==> src/rtl/spi_protocol_monitor.sv <==
// Passive SPI frame monitor: tracks each SS_n frame, decodes the command,
// and flags MISO idle, frame length and command ordering violations.
module spi_protocol_monitor #(
  parameter int DATA_W     = 8,
  parameter int RD_LATENCY = 1,
  parameter int CNT_W      = 16
) (
  input  logic             clk,
  input  logic             rst_n,
  input  logic             SS_n,
  input  logic             MOSI,
  input  logic             MISO,
  output logic [3:0]       err_pulse,
  output logic [3:0]       err_sticky,
  output logic [CNT_W-1:0] frame_cnt,
  output logic [CNT_W-1:0] err_cnt,
  output logic [1:0]       last_cmd,
  output logic             busy
);

  localparam logic [2:0] S_IDLE    = 3'd0;
  localparam logic [2:0] S_CMD     = 3'd1;
  localparam logic [2:0] S_PAYLOAD = 3'd2;
  localparam logic [2:0] S_LAT     = 3'd3;
  localparam logic [2:0] S_RDATA   = 3'd4;
  localparam logic [2:0] S_END     = 3'd5;
  localparam logic [2:0] S_DRAIN   = 3'd6;

  localparam int MAXC0    = (DATA_W > RD_LATENCY) ? DATA_W : RD_LATENCY;
  localparam int MAXC     = (MAXC0 > 1) ? MAXC0 : 1;
  localparam int CW       = $clog2(MAXC + 1);
  localparam int LAT_LAST = (RD_LATENCY > 0) ? RD_LATENCY - 1 : 0;

  logic [2:0]       state_q, state_d;
  logic [CW-1:0]    cnt_q, cnt_d;
  logic             cmd_hi_q, cmd_hi_d;
  logic [1:0]       last_cmd_q, last_cmd_d;
  logic             rd_seen_q, rd_seen_d;
  logic             wr_seen_q, wr_seen_d;
  logic             ss_prev_q, ss_prev_d;
  logic [3:0]       pulse_q, pulse_d;
  logic [3:0]       sticky_q, sticky_d;
  logic [CNT_W-1:0] frame_cnt_q, frame_cnt_d;
  logic [CNT_W-1:0] err_cnt_q, err_cnt_d;
  logic             frame_inc;
  logic [1:0]       cmd_w;

  assign cmd_w = {cmd_hi_q, MOSI};

  // Frame tracking FSM, error detection and counter updates.
  always_comb begin
    state_d     = state_q;
    cnt_d       = cnt_q;
    cmd_hi_d    = cmd_hi_q;
    last_cmd_d  = last_cmd_q;
    rd_seen_d   = rd_seen_q;
    wr_seen_d   = wr_seen_q;
    ss_prev_d   = SS_n;
    pulse_d     = '0;
    frame_inc   = 1'b0;
    pulse_d[0]  = MISO && (state_q != S_RDATA);
    unique case (state_q)
      S_IDLE: begin
        // A new frame needs a high-to-low edge; a frame already
        // underway at reset release is ignored until it ends.
        if (!SS_n && ss_prev_q) begin
          cmd_hi_d = MOSI;
          state_d  = S_CMD;
        end
      end
      S_CMD: begin
        if (SS_n) begin
          pulse_d[1] = 1'b1;
          frame_inc  = 1'b1;
          state_d    = S_IDLE;
        end else begin
          last_cmd_d = cmd_w;
          cnt_d      = '0;
          state_d    = S_PAYLOAD;
          unique case (cmd_w)
            2'b00: wr_seen_d = 1'b1;
            2'b01: pulse_d[3] = !wr_seen_q;
            2'b10: rd_seen_d = 1'b1;
            2'b11: begin
              pulse_d[3] = !rd_seen_q;
              rd_seen_d  = 1'b0;
            end
            default: ;
          endcase
        end
      end
      S_PAYLOAD: begin
        if (SS_n) begin
          pulse_d[1] = 1'b1;
          frame_inc  = 1'b1;
          state_d    = S_IDLE;
        end else if (cnt_q == CW'(DATA_W - 1)) begin
          cnt_d = '0;
          if (last_cmd_q != 2'b11)
            state_d = S_END;
          else if (RD_LATENCY == 0)
            state_d = S_RDATA;
          else
            state_d = S_LAT;
        end else begin
          cnt_d = cnt_q + CW'(1);
        end
      end
      S_LAT: begin
        if (SS_n) begin
          pulse_d[1] = 1'b1;
          frame_inc  = 1'b1;
          state_d    = S_IDLE;
        end else if (cnt_q == CW'(LAT_LAST)) begin
          cnt_d   = '0;
          state_d = S_RDATA;
        end else begin
          cnt_d = cnt_q + CW'(1);
        end
      end
      S_RDATA: begin
        if (SS_n) begin
          pulse_d[1] = 1'b1;
          frame_inc  = 1'b1;
          state_d    = S_IDLE;
        end else if (cnt_q == CW'(DATA_W - 1)) begin
          cnt_d   = '0;
          state_d = S_END;
        end else begin
          cnt_d = cnt_q + CW'(1);
        end
      end
      S_END: begin
        if (SS_n) begin
          frame_inc = 1'b1;
          state_d   = S_IDLE;
        end else begin
          pulse_d[2] = 1'b1;
          state_d    = S_DRAIN;
        end
      end
      S_DRAIN: begin
        if (SS_n) begin
          frame_inc = 1'b1;
          state_d   = S_IDLE;
        end
      end
      default: state_d = S_IDLE;
    endcase
    sticky_d    = sticky_q | pulse_q;
    frame_cnt_d = frame_cnt_q;
    if (frame_inc && (frame_cnt_q != '1))
      frame_cnt_d = frame_cnt_q + CNT_W'(1);
    err_cnt_d = err_cnt_q;
    if ((|pulse_d) && (err_cnt_q != '1))
      err_cnt_d = err_cnt_q + CNT_W'(1);
  end

  // State and output registers.
  always_ff @(posedge clk or negedge rst_n) begin
    if (!rst_n) begin
      state_q     <= S_IDLE;
      cnt_q       <= '0;
      cmd_hi_q    <= 1'b0;
      last_cmd_q  <= '0;
      rd_seen_q   <= 1'b0;
      wr_seen_q   <= 1'b0;
      ss_prev_q   <= 1'b0;
      pulse_q     <= '0;
      sticky_q    <= '0;
      frame_cnt_q <= '0;
      err_cnt_q   <= '0;
    end else begin
      state_q     <= state_d;
      cnt_q       <= cnt_d;
      cmd_hi_q    <= cmd_hi_d;
      last_cmd_q  <= last_cmd_d;
      rd_seen_q   <= rd_seen_d;
      wr_seen_q   <= wr_seen_d;
      ss_prev_q   <= ss_prev_d;
      pulse_q     <= pulse_d;
      sticky_q    <= sticky_d;
      frame_cnt_q <= frame_cnt_d;
      err_cnt_q   <= err_cnt_d;
    end
  end

  assign err_pulse  = pulse_q;
  assign err_sticky = sticky_q;
  assign frame_cnt  = frame_cnt_q;
  assign err_cnt    = err_cnt_q;
  assign last_cmd   = last_cmd_q;
  assign busy       = (state_q != S_IDLE);

endmodule

==> config.mk <==
export PLATFORM = sky130hd
export DESIGN_NAME = spi_protocol_monitor
export DESIGN_NICKNAME = d
export VERILOG_FILES = /design/src/rtl/spi_protocol_monitor.sv
export SDC_FILE = /design/constraint.sdc
export NUM_CORES = 1
export LEC_CHECK = 0
export ABC_AREA = 1
export CAP_MARGIN = 0
export CORE_MARGIN = 2
export CORE_UTILIZATION = 59
export CTS_BUF_LIST = sky130_fd_sc_hd__clkbuf_16
export CTS_CLUSTER_DIAMETER = 30
export DETAILED_ROUTE_END_ITERATION = 12
export PLACE_DENSITY_LB_ADDON = 0.1
export SYNTH_ARGS = -nofsm -noshare
export SYNTH_HDL_FRONTEND = slang
export SYNTH_SLANG_ARGS = --single-unit
==> constraint.sdc <==
create_clock -name clk -period 3.31 [get_ports clk]
set_input_delay 0.4965 -clock clk [delete_from_list [all_inputs] [get_ports clk]]
set_output_delay 0.4965 -clock clk [all_outputs]
set_load 0.02 [all_outputs]
## Word level (Yosys, flattened, before mapping)

Cells that the tools add are included.

| storage, ports and cells | value |
|---|---|
| memories | 0 |
| bits in latches | 0 |
| word-level logic and storage cells | 88 |
| RAM bits | 0 |
| bits of input ports | 5 |
| memory bits (read-only) | 0 |
| output and inout port bits | 43 |
| register bits after elaboration | 53 |

| operators by class | value |
|---|---|
| div/mod/pow operators | 0 |
| $lt $le $gt $ge | 0 |
| add/subtract/negate cells | 3 |
| multipliers | 0 |
| bitwise gates (word level) | 2 |
| eq/ne operators | 22 |
| shift-type cells | 0 |
| multiplexer cells | 27 |
| reductions and logical operators | 23 |

Operators with widths:

| kind | number |
|---|---|
| 16-bit by 1-bit adder with 16-bit output, second input constant | 2 |
| 16-bit inequality test, second input constant | 2 |
| 3-bit two-way mux | 10 |
| 3-bit one-hot mux with 7 select lines | 1 |
| 4-bit two-way mux | 5 |
| 2-bit inequality test, second input constant | 6 |
| 3-bit inequality test, second input constant | 4 |
| 4-bit one-hot mux with 3 select lines | 1 |
| 3-bit == test, second input constant | 3 |
| 4-bit OR reduction | 2 |
| 1-bit two-way mux | 7 |
| 3-bit by 2-bit == test with 1-bit output, second input constant | 2 |
| 3-bit AND reduction | 2 |
| 3-bit nonzero test | 2 |
| 6-bit OR reduction | 1 |
| 5-bit AND reduction | 1 |
| 4-bit by 1-bit adder with 4-bit output, second input constant | 1 |
| 2-bit == test, second input constant | 2 |
| 4-bit by 3-bit == test with 1-bit output, second input constant | 1 |
| 1-bit logical AND | 4 |
| 4-bit zero test | 1 |
| 4-bit bitwise OR | 1 |
| 1-bit one-hot mux with 2 select lines | 2 |
| 2-bit AND reduction | 2 |
| 10 further kinds | 12 |

## Depth between registers and ports, before layout

| logic depth | value |
|---|---|
| word-level depth | 6 |
| gate-level depth with buffers | 11 |

## Least setup slack after synthesis

Ideal clock, no wire load.

| path | value |
|---|---|
| kind | register to register |
| start | reg err_cnt_q[0], in the netlist err_cnt[0] |
| end | reg err_cnt_q[0], in the netlist err_cnt[0] |
| period minus slack after synthesis | 1669 ps |
| setup time | 118 ps |
| stages on the path, launching flop included | 8 |
| setup slack | 1641 ps |
| arrival time | 1551 ps |
| cell sequence | dfrtp_1 > ha_1 > nand2_1 > nor2_4 > nand4_4 > buf_2 > nand3_1 > nand2_1 |

| on the way | value |
|---|---|
| cells in the longest elaborated chain, start to end | 2 |

RTL lines:

| element | line | RTL |
|---|---|---|
| from (decl) | 44 | `logic [CNT_W-1:0] err_cnt_q, err_cnt_d;` |
| from (signal assigned) | 184 | `err_cnt_q <= err_cnt_d;` |
| parallel branches: the longest is 2 deep, another holds 16-bit by 1-bit adder with 16-bit output | n/a |  |

Several ways; the timed one is not identified.
A chain may end at the register's enable or synchronous reset.

## Final worst setup path

| path | value |
|---|---|
| start | reg frame_cnt_q[0], in the netlist frame_cnt[0] |
| end | reg frame_cnt_q[15], in the netlist frame_cnt[15] |

| on the way | value |
|---|---|
| cells in the longest elaborated chain, start to end | 2 |

RTL lines:

| element | line | RTL |
|---|---|---|
| from (decl) | 43 | `logic [CNT_W-1:0] frame_cnt_q, frame_cnt_d;` |
| from (signal assigned) | 183 | `frame_cnt_q <= frame_cnt_d;` |
| parallel branches: the longest is 2 deep, another holds 16-bit by 1-bit adder with 16-bit output | n/a |  |

Several ways; the timed one is not identified.

==> flow_summary.ini <==
[critical_path]
ff2ff_setup_slack_ns = 0.96
path_max_fanout = 20
r2r_end = frame_cnt[15]$_DFFE_PN0P_
slowest_stage = nand2_1
worstSetupPathType = reg -> reg
crit_path_max_incr_delay_ns = 0.49
cp-end-kind = register
cpMostUsedCell = nand2_1
cp.required_ns = 3.49
arrival_ns = 2.52
rr_worst_depth = 8
crit_chain = ha_1, nand3_2, nor2_2, nand3_1, nand2_1, inv_1, nand2_1, nand2_1
critPathLaunchType = register
worstReg2RegStart = frame_cnt[0]$_DFFE_PN0P_

[sta]
tns_ns = 0
relSlewSlack = 0.430
setup_viol = 0
fin_crit_sh = 0.709
min_period_ns = 2.35
finClkSkew_ns = 0.00540
rsz0062_at_grt = false
finalHoldViolations = 0
fmax_ghz = 0.426
drv_slew = 0
worstMarginPinSlew_ns = 0.856

[placement]
post_dp_cell_area_um2 = 3650
gp_congestion = 0.883
placed_cells = 534
place_hpwl_um = 4850
portBuffers = 47

[min_path]
min_path_type = in -> async

[clock_network]
clk_pin_slew_ns = 0.06
clockBufferDepth = 2
numCtsBuffers = 5
clock-sinks = 53
post_cts_buffers = 0
cts_resized = 0
insertion_delay_ns = 0.29
cts-hold-fix-buffers = 0
cts_root_buf = clkbuf_16
htree_levels = 2
cts_tree = built

[floorplan]
die_area_um2 = 5980
core_um2 = 5140
std_cell_rows = 26
die_height_um = 77.3
pin_count = 48
floorplan.initialDensity = 0.617
dieWidth_um = 77.3

[synth]
synth_adder_area_share = 0.0158
synth_xor_area_frac = 0.0497
synth_cells = 425
synth-compound-area-share = 0.0272
ys_seq_area_frac = 0.418
yosys.area_share.simple = 0.407
yosysWarnings = 0
synth_fp_nets = 434
syn_avg_cell_area_um2 = 7.47
synth_cell_types = 31
synth_mux_area_frac = 0.00355
ys_ff_latch = 53
synth_area_um2 = 3170
synth_top_family_by_area = simple AND/OR/NAND/NOR gates

[route]
vias = 2876
drt_iter0_drc = 173
drc = 0
via_per_inst = 5.32
final_antenna_net_count = 0
routedWlPerCell_um = 12.6
firstDrtPassIters = 5
drt_wl_total_um = 6840

[layout]
nNetsFinal = 480
syn_to_final_growth_pct = 19.1
final_cell_mix = nand2_1, dfrtp_1, clkdlybuf4s50_1
final_area_um2 = 3780
fin_util = 0.735
instances_no_fill = 541
n_fill_cell = 433
antennaDiodeCount = 0
final_common_cell = nand2_1
drive_above_1_share = 0.0955

[run_status]
outcome = completed

[grt]
grt_pass1_wl_um = 11600
grtUsageTotal = 0.237
antenna_found_initial = 0
grt_max_degree = 40
first_global_vias = 2591
gr-total-overflow = 0

[pwr]
ir_drop_mv = 0.468
powerDensity_nw_per_um2 = 644
p_leak_nw = 1.81

[flow_run]
maxCapViolCount = 0
-- layer usage --
metal / wire, µm / global-route usage / up-vias / share of wire
met5: 0 / 0 / - / 0
met4: 91 / 0.0679 / 0 / 0.013
met3: 325 / 0.0384 / 13 / 0.048
met2: 3340 / 0.404 / 97 / 0.49
met1: 3080 / 0.314 / 1328 / 0.45
li1: - / - / 1438 / -
-- layout make-up --
| class | instances | area, µm² | area share |
|---|---|---|---|
| repair buffers | 48 | 473 | 0.125 |
| flip-flops and latches | 53 | 1330 | 0.351 |
| clock inverters | 2 | 7.51 | 0.00199 |
| clock buffers | 5 | 125 | 0.0331 |
| multi-input cells | 320 | 1600 | 0.422 |
| well taps | 70 | 87.6 | 0.0232 |
| inverters | 43 | 164 | 0.0434 |
-- sequential cells by signal, summed over array words and instances (netlist names), 2 cells and up --
| name | flops |
|---|---|
| cnt_q | 4 |
| err_cnt | 16 |
| err_pulse | 4 |
| err_sticky | 4 |
| frame_cnt | 16 |
| last_cmd | 2 |
| state_q | 3 |
-- cell usage after synthesis --
cell type | n | area [µm²]
nand2_1 | 148 | 556
dfrtp_1 | 53 | 1330
nand3_1 | 40 | 200
inv_1 | 38 | 143
nor2_1 | 37 | 139
nand2_2 | 16 | 100
nand4_1 | 15 | 93.8
o21ai_0 | 11 | 55.1
xnor2_1 | 9 | 78.8
xor2_1 | 9 | 78.8
a21oi_1 | 5 | 25.0
nor3_1 | 5 | 25.0
ha_1 | 4 | 50.1
or2_2 | 4 | 25.0
buf_4 | 3 | 22.5
buf_6 | 3 | 33.8
inv_2 | 3 | 11.3
nand3_2 | 3 | 30.0
nor2_2 | 3 | 18.8
buf_2 | 2 | 10.0
clkinv_2 | 2 | 10.0
nand3b_1 | 2 | 15.0
nor2_4 | 2 | 22.5
a31oi_1 | 1 | 6.26
and2_1 | 1 | 6.26
buf_12 | 1 | 20.0
mux2_2 | 1 | 11.3
nand2_4 | 1 | 11.3
nand3_4 | 1 | 17.5
nand4_4 | 1 | 21.3
nor3_2 | 1 | 10.0
-- how the worst max path moves through the flow --
stage | start | end | cells past startpoint
2_1_floorplan | err_cnt[0]$_DFFE_PN0P_ | err_cnt[0]$_DFFE_PN0P_ | 7
3_3_place_gp | SS_n | frame_cnt[10]$_DFFE_PN0P_ | 7
3_5_place_dp | SS_n | frame_cnt[11]$_DFFE_PN0P_ | 7
4_1_cts | frame_cnt[0]$_DFFE_PN0P_ | frame_cnt[11]$_DFFE_PN0P_ | 8
5_1_grt | frame_cnt[0]$_DFFE_PN0P_ | frame_cnt[14]$_DFFE_PN0P_ | 8
6_report | frame_cnt[0]$_DFFE_PN0P_ | frame_cnt[15]$_DFFE_PN0P_ | 8
-- critical path: cells and delay by family (launching register included) --
family | cells | cell delay [ns]
adders and majority gates | 1 | 0.29
buffers and inverters | 1 | 0.37
DFF | 1 | 0.44
and+or+nand+nor | 6 | 1.15
-- stage by stage --
stage | total power [mW] | setup slack (ns) | hold slack, ns
finish | 2.44 | 0.965 | 0.317
global route | 2.60 | 0.759 | 0.411
CTS | 2.45 | 1.00 | 0.353
detailed placement | 1.95 | 0.811 | 0.439
global placement | 1.92 | 0.937 | 0.439
floorplan | 1.68 | 1.64 | 0.201
-- kinds of logic after synthesis --
family / count (synthesis)
flops: 53
xor+xnor: 18
buf+inv: 52
simple gates: 280
compound gates: 17
mux: 1
fa+ha+maj: 4
-- power by group --
part           switching [mW]  internal (mW)
combinational           0.612          0.389
sequential              0.173          0.775
clock                   0.216          0.271
total                    1.00           1.44
(Power assumes the default switching activity.)
